File: src/rtl/cla_seq_adder.sv
// ---------------------------------------------------------------------------
// cla_seq_adder
//   Multi-cycle WIDTH-bit adder. A single 4-bit carry-look-ahead slice is
//   reused once per clock, LSB nibble first, with the inter-nibble carry held
//   in a register. Upstream sees a start/busy/done handshake.
//
// Ports
//   clk       in   system clock, rising edge
//   rst_n     in   asynchronous active-low reset
//   start     in   request, sampled only while idle
//   a, b      in   WIDTH-bit operands, captured on the accepted start edge
//   cin       in   carry-in, captured on the accepted start edge
//   busy      out  high while an addition is in progress
//   done      out  one-cycle completion pulse
//   sum       out  WIDTH-bit result, updated on completion and then held
//   cout      out  unsigned carry-out of the MSB
//   overflow  out  two's-complement signed overflow
// ---------------------------------------------------------------------------

// 4-bit carry-look-ahead slice.
module cla (
    input  logic [3:0] a,
    input  logic [3:0] b,
    input  logic       cin,
    output logic [3:0] sum,
    output logic       cout
);
    logic [3:0] g;
    logic [3:0] p;
    logic [4:0] c;

    assign g = a & b;
    assign p = a ^ b;

    // Every carry is a flat function of cin, g and p (no internal ripple).
    assign c[0] = cin;
    assign c[1] = g[0] | (p[0] & cin);
    assign c[2] = g[1] | (p[1] & g[0]) | (p[1] & p[0] & cin);
    assign c[3] = g[2] | (p[2] & g[1]) | (p[2] & p[1] & g[0])
                | (p[2] & p[1] & p[0] & cin);
    assign c[4] = g[3] | (p[3] & g[2]) | (p[3] & p[2] & g[1])
                | (p[3] & p[2] & p[1] & g[0])
                | (p[3] & p[2] & p[1] & p[0] & cin);

    assign sum  = p ^ c[3:0];
    assign cout = c[4];
endmodule

module cla_seq_adder #(
    parameter int WIDTH   = 16,
    parameter int NIBBLES = WIDTH / 4
) (
    input  logic             clk,
    input  logic             rst_n,
    input  logic             start,
    input  logic [WIDTH-1:0] a,
    input  logic [WIDTH-1:0] b,
    input  logic             cin,
    output logic             busy,
    output logic             done,
    output logic [WIDTH-1:0] sum,
    output logic             cout,
    output logic             overflow
);
    localparam int IDX_W = (NIBBLES > 1) ? $clog2(NIBBLES) : 1;
    localparam int MSB   = WIDTH - 1;
    localparam logic [IDX_W-1:0] LAST_IDX = IDX_W'(NIBBLES - 1);

    typedef enum logic [1:0] {
        S_IDLE = 2'd0,
        S_ADD  = 2'd1,
        S_DONE = 2'd2
    } state_t;

    state_t           state_q;
    logic [WIDTH-1:0] a_q;
    logic [WIDTH-1:0] b_q;
    logic             carry_q;
    logic [IDX_W-1:0] idx_q;
    logic [WIDTH-1:0] work_q;
    logic             busy_q;
    logic             done_q;
    logic [WIDTH-1:0] sum_q;
    logic             cout_q;
    logic             ovf_q;

    logic [3:0]       nib_a;
    logic [3:0]       nib_b;
    logic [3:0]       nib_sum;
    logic             nib_cout;
    logic [WIDTH-1:0] work_d;

    // Operand nibble selected by the running index.
    always_comb begin
        nib_a = a_q[idx_q*4 +: 4];
        nib_b = b_q[idx_q*4 +: 4];
    end

    cla u_cla (
        .a    (nib_a),
        .b    (nib_b),
        .cin  (carry_q),
        .sum  (nib_sum),
        .cout (nib_cout)
    );

    // Working result with the current nibble merged in; on the last ADD cycle
    // this is the complete sum, so it can be loaded into sum_q on that edge.
    always_comb begin
        work_d = work_q;
        work_d[idx_q*4 +: 4] = nib_sum;
    end

    always_ff @(posedge clk or negedge rst_n) begin
        if (!rst_n) begin
            state_q <= S_IDLE;
            a_q     <= '0;
            b_q     <= '0;
            carry_q <= 1'b0;
            idx_q   <= '0;
            work_q  <= '0;
            busy_q  <= 1'b0;
            done_q  <= 1'b0;
            sum_q   <= '0;
            cout_q  <= 1'b0;
            ovf_q   <= 1'b0;
        end else begin
            case (state_q)
                S_IDLE: begin
                    if (start) begin
                        a_q     <= a;
                        b_q     <= b;
                        carry_q <= cin;
                        idx_q   <= '0;
                        work_q  <= '0;
                        busy_q  <= 1'b1;
                        state_q <= S_ADD;
                    end
                end
                S_ADD: begin
                    work_q  <= work_d;
                    carry_q <= nib_cout;
                    idx_q   <= idx_q + 1'b1;
                    if (idx_q == LAST_IDX) begin
                        sum_q   <= work_d;
                        cout_q  <= nib_cout;
                        // Same-sign operands producing an opposite-sign sum.
                        ovf_q   <= (a_q[MSB] == b_q[MSB]) && (work_d[MSB] != a_q[MSB]);
                        busy_q  <= 1'b0;
                        done_q  <= 1'b1;
                        state_q <= S_DONE;
                    end
                end
                S_DONE: begin
                    done_q  <= 1'b0;
                    state_q <= S_IDLE;
                end
                default: begin
                    busy_q  <= 1'b0;
                    done_q  <= 1'b0;
                    state_q <= S_IDLE;
                end
            endcase
        end
    end

    assign busy     = busy_q;
    assign done     = done_q;
    assign sum      = sum_q;
    assign cout     = cout_q;
    assign overflow = ovf_q;
endmodule

File: config.mk
export PLATFORM = sky130hd
export DESIGN_NAME = cla_seq_adder
export DESIGN_NICKNAME = d
export VERILOG_FILES = /design/src/rtl/cla_seq_adder.sv
export SDC_FILE = /design/constraint.sdc
export NUM_CORES = 1
export LEC_CHECK = 0
export ABC_AREA = 1
export CORE_MARGIN = 8
export CORE_UTILIZATION = 54
export DETAILED_ROUTE_END_ITERATION = 10
export PLACE_DENSITY = 0.91
export REMOVE_ABC_BUFFERS = 1
export SLEW_MARGIN = 0
export SYNTH_ARGS = -nofsm -noshare
export SYNTH_HDL_FRONTEND = slang
export SYNTH_SLANG_ARGS = --single-unit
File: constraint.sdc
create_clock -name clk -period 2.7 [get_ports clk]
set_input_delay 0.27 -clock clk [delete_from_list [all_inputs] [get_ports clk]]
set_output_delay 0.27 -clock clk [all_outputs]
set_load 0.02 [all_outputs]
Yosys cells after proc, flatten, opt, wreduce, memory -nomap -nowiden
Cells that the tools add are included.
Widths: inputs -> output; s select.
{ "totals": {"in_bits": 36, "wordCells": 79, "regBits": 73, "out_inout_bits": 20} }
{ "op_classes": {"reduce_logical": 9, "shift": 4, "n_eq_ne": 7, "n_bitwise": 31, "muxes": 15, "n_addsub": 2} }
{ "ops": {"columns": ["op", "count"], "rows": [
  ["$neg 4->34", 1],
  ["$shift 4x34->16 const A", 1],
  ["$shiftx 4x34->16", 1],
  ["$pmux 16 s2", 1],
  ["$shiftx 16x5->4", 2],
  ["$and 1x1->1", 16],
  ["$bwmux 16", 1],
  ["$mux 16", 1],
  ["$or 1x1->1", 10],
  ["$reduce_and 2->1", 5],
  ["$pmux 2 s2", 2],
  ["$xor 4x4->4", 2],
  ["$mux 2", 3],
  ["$and 4x4->4", 1],
  ["$eq 2x2->1 const B", 2],
  ["$mux 1", 4],
  ["$ne 2x2->1 const B", 2],
  ["$pmux 1 s2", 2],
  ["$pmux 1 s3", 1],
  ["$reduce_and 3->1", 1],
  ["$add 2x1->2 const B", 1],
  ["$eq 2x1->1 const B", 1],
  ["$logic_not 2->1", 1],
  ["$not 1->1", 2],
  ["other kinds (4)", 4]
]} }

Logic depth before layout (Yosys ltp)
Gate-level depths: netlist of run 1.
{ "logic_depth": {"word_depth": 11, "depth_mapped": 17, "depth_no_buf": 15} }

Modules after synthesis
A second synthesis of run 1 with hierarchy kept.
{ "unflattened": {"hier_cells": 376, "hier_area_um2": 3513.4} }
{ "by_module_without_submodules": {"columns": ["module", "cells_per_inst", "seq_area_each_um2", "area_per_inst_um2", "n_inst"], "rows": [
  ["cla_seq_adder", 345, 1826.8, 3324.4, 1],
  ["cla", 31, 0.0, 188.9, 1]
]} }

Worst setup path after synthesis of run 1
No wires, ideal clock.
{ "synth_timing": {"path_type": "register -> register", "from": "register idx_q[0]", "to": "register ovf_q (netlist: overflow)", "setup_slack_ns": 0.390, "path_buffers": 2, "path_stages_with_launch": 16, "period_less_slack_ns": 2.310, "setup_ns": 0.118, "arrival_time_ns": 2.193, "required_ns": 2.582, "cell_sequence": "dfrtp_1 > buf_6 > clkinv_1 > buf_2 > o21ai_0 > o22ai_1 > ha_1 > or2_0 > nand2_1 > nand3_1 > nand2_2 > nand4_2 > nand2_2 > nand2_1 > nand3_1 > nand2_1"} }
{ "synth_via": {"elab_chain_len": 11, "elab_cells_between_ends": 28, "classes_between": "1 x add/sub; 2 x eq/ne; 4 x shift; 1 x mux; 18 x bitwise; 2 x reduce/logical"} }
{ "synth_lines": {"columns": ["element", "line_no", "text"], "rows": [
  ["start, declared", "79", "logic [IDX_W-1:0] idx_q;"],
  ["start signal, assigned", "143", "idx_q <= idx_q + 1'b1;"],
  ["$shiftx 16x5->4 (on tied branches)", "95, 96", null],
  ["$xor 4x4->4 or $and 4x4->4 (tied branches)", "33, 32", null],
  ["$and 1x1->1 (on tied branches)", "39, 40", null],
  ["$or 1x1->1 (tied with other cells)", "39", "assign c[3] = g[2] | (p[2] & g[1]) | (p[2] & p[1] & g[0])"],
  ["$or 1x1->1 or $and 1x1->1 (tied branches)", "39, 40", null],
  ["$or 1x1->1", "40", "| (p[2] & p[1] & p[0] & cin);"],
  ["$xor 4x4->4", "45", "assign sum = p ^ c[3:0];"],
  ["$shiftx 4x34->16", "111", "work_d[idx_q*4 +: 4] = nib_sum;"],
  ["$bwmux 16", "111", null],
  ["$ne 1x1->1", "148", "ovf_q <= (a_q[MSB] == b_q[MSB]) && (work_d[MSB] != a_q[MSB]);"],
  ["$logic_and 1x1->1", "148", null],
  ["end signal, assigned", "148", null],
  ["end, declared", "85", "logic ovf_q;"]
]} }
Several ways; a longest one is shown, not always the timed one.
A chain may end at the register's enable or synchronous reset.

Worst setup path in the final report of run 1
{ "layout_timing": {"from": "register idx_q[1]", "to": "register work_q[5]"} }
{ "layout_via": {"elab_chain_len": 10, "elab_cells_between_ends": 25, "classes_between": "1 x add/sub; 4 x shift; 2 x mux; 18 x bitwise"} }
{ "layout_lines": {"columns": ["element", "line_no", "text"], "rows": [
  ["$shiftx 16x5->4 (on tied branches)", "95, 96", null],
  ["$xor 4x4->4 or $and 4x4->4 (tied branches)", "33, 32", null],
  ["$and 1x1->1 (on tied branches)", "39, 40", null],
  ["$or 1x1->1 (tied with other cells)", "39", null],
  ["$or 1x1->1 or $and 1x1->1 (tied branches)", "39, 40", null],
  ["$or 1x1->1", "40", null],
  ["$xor 4x4->4", "45", null],
  ["$shiftx 4x34->16", "111", null],
  ["$bwmux 16 (*)", "111", null],
  ["$pmux 16 s2 (*)", "128", "case (state_q)"],
  ["end signal, assigned", "141", "work_q <= work_d;"],
  ["end, declared", "80", "logic [WIDTH-1:0] work_q;"]
]} }
Every way passes the cells marked *; elsewhere a longest branch is shown, timed or not.

==> insert_results.sql, run 1 <==
INSERT INTO impl_metrics (metric_group, metric, value, unit) VALUES
('outcome', 'status', 'complete, no violations', ''),
('route', 'wl_met2', '3.82', 'mm'),
('sta', 'grt_setup_unrepaired', 'false', ''),
('cts', 'clockRootBuffer', 'sky130_fd_sc_hd__clkbuf_8', ''),
('critical_path', 'cpMostUsedCell', 'sky130_fd_sc_hd__inv_1', ''),
('final_layout', 'mostFrequentLayoutCell', 'sky130_fd_sc_hd__nand2_1', ''),
('critical_path', 'critical_path_peak_fanout', '11', ''),
('route', 'post_detailed_route_drc_marker_count', '0', ''),
('worst_hold_path', 'hold_path_class', 'input port to async pin', ''),
('route', 'wl', '7.86', 'mm'),
('sta', 'min_period_over_period', '0.909', ''),
('yosys', 'seq_area_frac_synth', '0.512', ''),
('cts', 'h-tree-depth', '3', ''),
('sta', 'slew_viol_final', '0', ''),
('floorplan', 'chipHeight', '97.3', 'microns'),
('power', 'worst_voltage_drop_across_the_vdd_grid', '0.745', 'mV'),
('critical_path', 'critical_path.max_stage_delay', '0.48', 'ns'),
('route', 'route.top_layer_used', 'met4', ''),
('yosys', 'yosysTopAreaCellShare', '0.512', ''),
('final_layout', 'multi_input_gate_area_in_the_final_layout', '0.00148', 'sq mm'),
('sta', 'achievable_frequency', '0.408', 'GHz'),
('route', 'postRouteAntennaNets', '0', ''),
('grt', 'grt_remaining_overflow', '0', ''),
('route', 'drtPass1Iterations', '4', ''),
('sta', 'fin_tns_setup', '0', 'ns'),
('final_layout', 'layout-drive-gt1-share', '0.102', ''),
('critical_path', 'crit_chain', 'clkinvlp_4, a32oi_1, inv_1, fa_1, xor2_1, inv_1, nand3_1, o22ai_1, nand2_1, o21ai_1', ''),
('critical_path', 'timing.critical_path.buf_inv', '3', ''),
('grt', 'via_count_of_the_first_global_routing_pass', '2951', ''),
('critical_path', 'worst_ep_required_time', '2.93', 'ns'),
('critical_path', 'setup.worst_path.end_class', 'flip-flop', ''),
('floorplan', 'fp.dieArea', '0.00946', 'sq mm'),
('critical_path', 'slowest_cell_on_the_critical_path', 'sky130_fd_sc_hd__dfrtp_2', ''),
('cts', 'cts_hold_repair.buffers', '0', ''),
('route', 'via_count', '2988', ''),
('route', 'met3RoutedLength', '400', 'microns'),
('cts', 'numClockSinks', '73', ''),
('yosys', 'ys_warn_count', '0', ''),
('power', 'power.static_leakage', '2.21', 'nW'),
('sta', 'hold_violations', '0', ''),
('critical_path', 'worstPathArrival', '2.69', 'ns'),
('final_layout', 'diodes', '0', ''),
('floorplan', 'die_width', '97.3', 'microns'),
('power', 'power', '5.63', 'mW'),
('flow_run', 'cap_violations', '0', ''),
('cts', 'clk_latency', '0.34', 'ns'),
('floorplan', 'core.rowCount', '29', ''),
('critical_path', 'critical_path_class', 'flip-flop to flip-flop', ''),
('grt', 'first_pass_grt_wire_length', '13.5', 'mm'),
('critical_path', 'startpoint_type', 'flip-flop', ''),
('critical_path', 'critPathTopFamily', 'compound AO/OA/AOI/OAI gates', ''),
('final_layout', 'seq_area', '0.00183', 'sq mm'),
('floorplan', 'floorplan.io_pins', '56', ''),
('route', 'detail_route.wirelength.met1', '3.40', 'mm'),
('place', 'hpwlAfterDp', '5.63', 'mm'),
('final_layout', 'nets_final', '541', ''),
('place', 'placed_cells_incl_taps', '557', ''),
('floorplan', 'coreArea', '0.00639', 'sq mm'),
('grt', 'initial_antenna_violation_count', '0', ''),
('sta', 'fin_crit', '2.45', 'ns'),
('power', 'power_density', '1290', 'mW/mm^2'),
('floorplan', 'initial_core_util', '0.558', ''),
('final_layout', 'mostFrequentLayoutCells', 'sky130_fd_sc_hd__nand2_1 (204), sky130_fd_sc_hd__dfrtp_1 (72), sky130_fd_sc_hd__clkdlybuf4s50_1 (54)', ''),
('sta', 'finalHoldWorstSlack', '0.138', 'ns'),
('grt', 'pin_count_of_the_biggest_net_entering_global_routing', '74', ''),
('yosys', 'post_synth_inst_count', '435', ''),
('yosys', 'netlist-cell-type-count', '33', ''),
('sta', 'finalSetupViolCount', '0', ''),
('yosys', 'synth.ff_latch_count', '73', ''),
('cts', 'cts_buffers', '9', ''),
('yosys', 'synthesis.area_per_instance', '8.19', 'sq um');
-- final timing paths --
path,depth (start not counted),slack (ns),start,endpoint
max in group asynchronous,2,1.95,rst_n,idx_q[1]
worst min-delay path,2,0.14,rst_n,sum[8]
worst max register to register,10,0.25,idx_q[1],work_q[5]
min in group clk,3,0.45,a[7],a_q[7]
worst min register to register,2,0.48,busy,busy
worst max-delay path,10,0.25,idx_q[1],work_q[5]
-- per-stage QoR --
step	worst slack, ns	utilization
floorplan	-0.127	-
global placement	0.228	0.649
detailed placement	0.133	0.649
CTS	0.111	0.679
global route	0.0632	0.683
finish	0.246	0.683
-- what timing repair did --
item	4_1_cts	5_1_grt
resized for setup	0	2
buffers inserted	0	3
setup endpoints to repair	0	8
-- logic make-up after synthesis --
| group | Yosys count | synth area share |
|---|---|---|
| simple gates | 241 | 0.277 |
| buf+inv | 55 | 0.0734 |
| fa+ha+maj | 11 | 0.0407 |
| xor+xnor | 2 | 0.00491 |
| compound gates | 53 | 0.0916 |
| flops | 73 | 0.512 |
-- metal layers --
metal  global-route usage  up-vias
li1                     -     1475
met1                0.197     1408
met2                0.275       86
met3               0.0548       19
met4               0.0758        0
met5                    0        -
-- flip-flops by register name (all words and copies together) (netlist names) --
name and flops:
a_q 16, b_q 16, busy 1, carry_q 1, cout 1, done 1, idx_q 2, overflow 1
state_q 2, sum 16, work_q 16
-- worst register-to-register path: stages, from the launching register on --
cell and delay (ns):
sky130_fd_sc_hd__dfrtp_2 0.48, sky130_fd_sc_hd__clkinvlp_4 0.24, sky130_fd_sc_hd__a32oi_1 0.36, sky130_fd_sc_hd__inv_1 0.11
sky130_fd_sc_hd__fa_1 0.41, sky130_fd_sc_hd__xor2_1 0.31, sky130_fd_sc_hd__inv_1 0.07, sky130_fd_sc_hd__nand3_1 0.12
sky130_fd_sc_hd__o22ai_1 0.11, sky130_fd_sc_hd__nand2_1 0.08, sky130_fd_sc_hd__o21ai_1 0.06
-- cell usage after synthesis, drive strengths merged --
cell type	number
o32ai	1
inv	36
nand3	8
nor2	19
dfrtp	73
buf	13
ha	10
a21oi	2
a32oi	2
xor2	2
o21ai	30
nand2	209
o31ai	1
a22o	1
o211ai	1
or2	1
clkbuf	4
nor3	1
nand4	3
fa	1
o22ai	15
clkinv	2
-- layout make-up --
class / instances / share of cell area
well taps: 77 / 0.0221
repair buffers: 65 / 0.142
clock inverters: 6 / 0.0132
flip-flops and latches: 73 / 0.419
multi-input cells: 307 / 0.338
clock buffers: 10 / 0.0315
inverters: 38 / 0.0338
-- where the power goes --
group	total, mW	leakage (nW)	switching [mW]	internal [mW]
registers	1.81	0.947	0.265	1.55
clock network	0.842	0.102	0.396	0.445
logic	2.98	1.16	1.89	1.09
(Power assumes the default switching activity.)
==> run 2, diff against run 1 <==
PLACE_DENSITY = 0.83   (was 0.91)
==> run 2 against run 1 <==
Via count decreased by 1.3%. Worst setup slack improved by 0.057 ns. Die area unchanged.
==> insert_results.sql, run 2 (same netlist as run 1, synthesis figures left out) <==
INSERT INTO impl_metrics (metric_group, metric, value, unit) VALUES
('outcome', 'status', 'complete, no violations', ''),
('final_layout', 'nets_final', '542', ''),
('grt', 'pin_count_of_the_biggest_net_entering_global_routing', '45', ''),
('worst_hold_path', 'hold_path_class', 'input port to flip-flop', ''),
('cts', 'clk_path_buf_depth', '2', ''),
('grt', 'initial_antenna_violation_count', '0', ''),
('floorplan', 'initial_core_util', '0.558', ''),
('critical_path', 'startpoint_type', 'flip-flop', ''),
('sta', 'min_period_over_period', '0.888', ''),
('critical_path', 'worstPathArrival', '2.62', 'ns'),
('sta', 'slew_viol_final', '0', ''),
('sta', 'hold_violations', '0', ''),
('route', 'postRouteAntennaNets', '0', ''),
('grt', 'global_route.usage.total', '0.177', ''),
('final_layout', 'seq_area', '0.00183', 'sq mm'),
('place', 'placed_cells_incl_taps', '558', ''),
('route', 'route.detailed.vias_per_inst', '5.15', ''),
('cts', 'cts_buffers', '9', ''),
('power', 'clock_power_share', '0.130', ''),
('worst_hold_path', 'hold_path_depth', '3', ''),
('sta', 'final.setup_skew', '0.00555', 'ns'),
('power', 'share_seq_of_total_power', '0.329', ''),
('grt', 'first_pass_grt_wire_length', '14.1', 'mm'),
('floorplan', 'core.rowCount', '29', ''),
('final_layout', 'layout.filler_cells', '564', ''),
('power', 'worst_voltage_drop_across_the_vdd_grid', '0.669', 'mV'),
('cts', 'numClockSinks', '73', ''),
('final_layout', 'mostFrequentLayoutCells', 'sky130_fd_sc_hd__nand2_1 (204), sky130_fd_sc_hd__dfrtp_1 (72), sky130_fd_sc_hd__clkdlybuf4s50_1 (54)', ''),
('floorplan', 'chipHeight', '97.3', 'microns'),
('floorplan', 'floorplan.io_pins', '56', ''),
('critical_path', 'critical_path_peak_fanout', '10', ''),
('cts', 'clockRootBuffer', 'sky130_fd_sc_hd__clkbuf_8', ''),
('grt', 'via_count_of_the_first_global_routing_pass', '3121', ''),
('power', 'power_density', '1270', 'mW/mm^2'),
('route', 'post_detailed_route_drc_marker_count', '0', ''),
('sta', 'achievable_frequency', '0.417', 'GHz'),
('place', 'hpwlAfterDp', '5.81', 'mm'),
('cts', 'path_clk_slew', '0.07', 'ns'),
('final_layout', 'multi_input_gate_area_in_the_final_layout', '0.00148', 'sq mm'),
('critical_path', 'critical_path_class', 'flip-flop to flip-flop', ''),
('floorplan', 'coreArea', '0.00639', 'sq mm'),
('floorplan', 'die_width', '97.3', 'microns'),
('final_layout', 'mostFrequentLayoutCell', 'sky130_fd_sc_hd__nand2_1', ''),
('floorplan', 'fp.dieArea', '0.00946', 'sq mm'),
('power', 'proportion_of_power_drawn_by_combinational_gates', '0.540', ''),
('sta', 'worst_max_slew_pin_slew', '0.671', 'ns'),
('route', 'via_count', '2950', ''),
('cts', 'tritoncts_clock_tree', 'done', ''),
('sta', 'timing.slew.headroom', '0.553', ''),
('power', 'switching_share', '0.455', ''),
('power', 'cellInternalPower', '3.01', 'mW'),
('place', 'gp_congestion', '0.833', ''),
('sta', 'grt_setup_unrepaired', 'false', ''),
('route', 'first_iter_violations', '161', ''),
('cts', 'h-tree-depth', '3', ''),
('critical_path', 'setup.worst_path.end_class', 'flip-flop', ''),
('route', 'wl', '7.81', 'mm'),
('sta', 'finalSetupViolCount', '0', ''),
('power', 'switching_power', '2.51', 'mW'),
('power', 'power.static_leakage', '2.20', 'nW'),
('final_layout', 'final_cell_count_without_fillers', '573', ''),
('cts', 'clk_latency', '0.34', 'ns'),
('final_layout', 'area_growth_syn_to_layout', '22.1', '%'),
('route', 'wl_per_cell', '13.6', 'microns'),
('grt', 'grt_remaining_overflow', '0', ''),
('sta', 'fin_crit', '2.40', 'ns'),
('final_layout', 'final_util', '0.681', ''),
('flow_run', 'cap_violations', '0', ''),
('critical_path', 'rr_worst_depth', '10', ''),
('final_layout', 'diodes', '0', ''),
('critical_path', 'worst_ep_required_time', '2.93', 'ns'),
('final_layout', 'layout-drive-gt1-share', '0.0968', ''),
('route', 'drtPass1Iterations', '4', ''),
('place', 'port-buffer-count', '55', '');
## run 2: changes by cell type in the layout (fill, tap and decap cells not counted)
| cell | change |
|---|---|
| sky130_fd_sc_hd__buf_4 | -1 |
| sky130_fd_sc_hd__dlygate4sd3_1 | +1 |
| sky130_fd_sc_hd__clkinv_2 | -3 |
| sky130_fd_sc_hd__bufinv_16 | -1 |
| sky130_fd_sc_hd__clkinv_1 | -1 |
| sky130_fd_sc_hd__clkbuf_8 | +1 |
| sky130_fd_sc_hd__buf_12 | +1 |
## run 2: layer usage
layer / GRT usage / up-vias / wire, microns
met3: 0.0526 / 16 / 454
met5: 0 / - / 0
met1: 0.209 / 1362 / 3420
met2: 0.290 / 92 / 3710
met4: 0.0851 / 0 / 221
li1: - / 1480 / -
## run 2: final cells by class
cell class / instances / share of cell area
repair buffers: 66 / 0.148
inverters: 38 / 0.0348
clock buffers: 11 / 0.0348
multi-input cells: 307 / 0.339
flip-flops and latches: 73 / 0.420
clock inverters: 1 / 0.00115
well taps: 77 / 0.0221
## run 2: worst max-delay path, cell delays in order (launching register included)
cell	delay, ns
sky130_fd_sc_hd__dfrtp_2	0.50
sky130_fd_sc_hd__clkinvlp_4	0.22
sky130_fd_sc_hd__a32oi_1	0.33
sky130_fd_sc_hd__inv_1	0.11
sky130_fd_sc_hd__fa_1	0.41
sky130_fd_sc_hd__xor2_1	0.28
sky130_fd_sc_hd__inv_1	0.09
sky130_fd_sc_hd__nand3_1	0.12
sky130_fd_sc_hd__o22ai_1	0.10
sky130_fd_sc_hd__nand2_1	0.06
sky130_fd_sc_hd__o21ai_1	0.06
## run 2: final timing paths
check                            end  slack (ns)  startpoint
setup / recovery           work_q[5]        0.30    idx_q[1]
setup reg to reg           work_q[5]        0.30    idx_q[1]
min in group asynchronous     sum[8]        0.50       rst_n
hold / removal               b_q[11]        0.46       b[11]
max in group asynchronous   idx_q[1]        1.55       rst_n
hold reg to reg              sum[13]        0.48     sum[13]
## run 2: through the flow
| stage | total power, mW | instance area (sq um) | setup WS [ns] | TNS (ns) | hold WS, ns |
|---|---|---|---|---|---|
| finish | 5.52 | 4350 | 0.304 | 0 | 0.459 |
| CTS | 5.52 | 4330 | 0.125 | 0 | 0.452 |
| global route | 6.02 | 4350 | 0.0653 | 0 | 0.465 |
| global placement | 4.66 | 4160 | 0.176 | 0 | 0.345 |
| floorplan | 3.84 | 3450 | -0.127 | -0.938 | -0.0256 |
| detailed placement | 4.79 | 4160 | 0.152 | 0 | 0.344 |
## run 2: what timing repair did
item / CTS / global route
gates resized for setup: 0 / 3
hold buffers: 1 / 0
endpoints found under the hold margin: 29 / 0
buffers inserted: 0 / 2
setup endpoints to repair: 0 / 11
## run 2: power groups by stage
stage	clock network [mW]	registers [mW]	logic (mW)
final	0.720	1.82	2.98
after CTS	0.736	1.81	2.98
after detailed placement	0	1.83	2.96
after global placement	0	1.81	2.85
after global routing	0.777	1.88	3.36
after floorplan	0	1.91	1.93
==> run 3, diff against run 2 <==
CAP_MARGIN = 0   (was default)
==> results of run 3 <==
The final DEF is identical to that of run 2; final timing and power are the same.
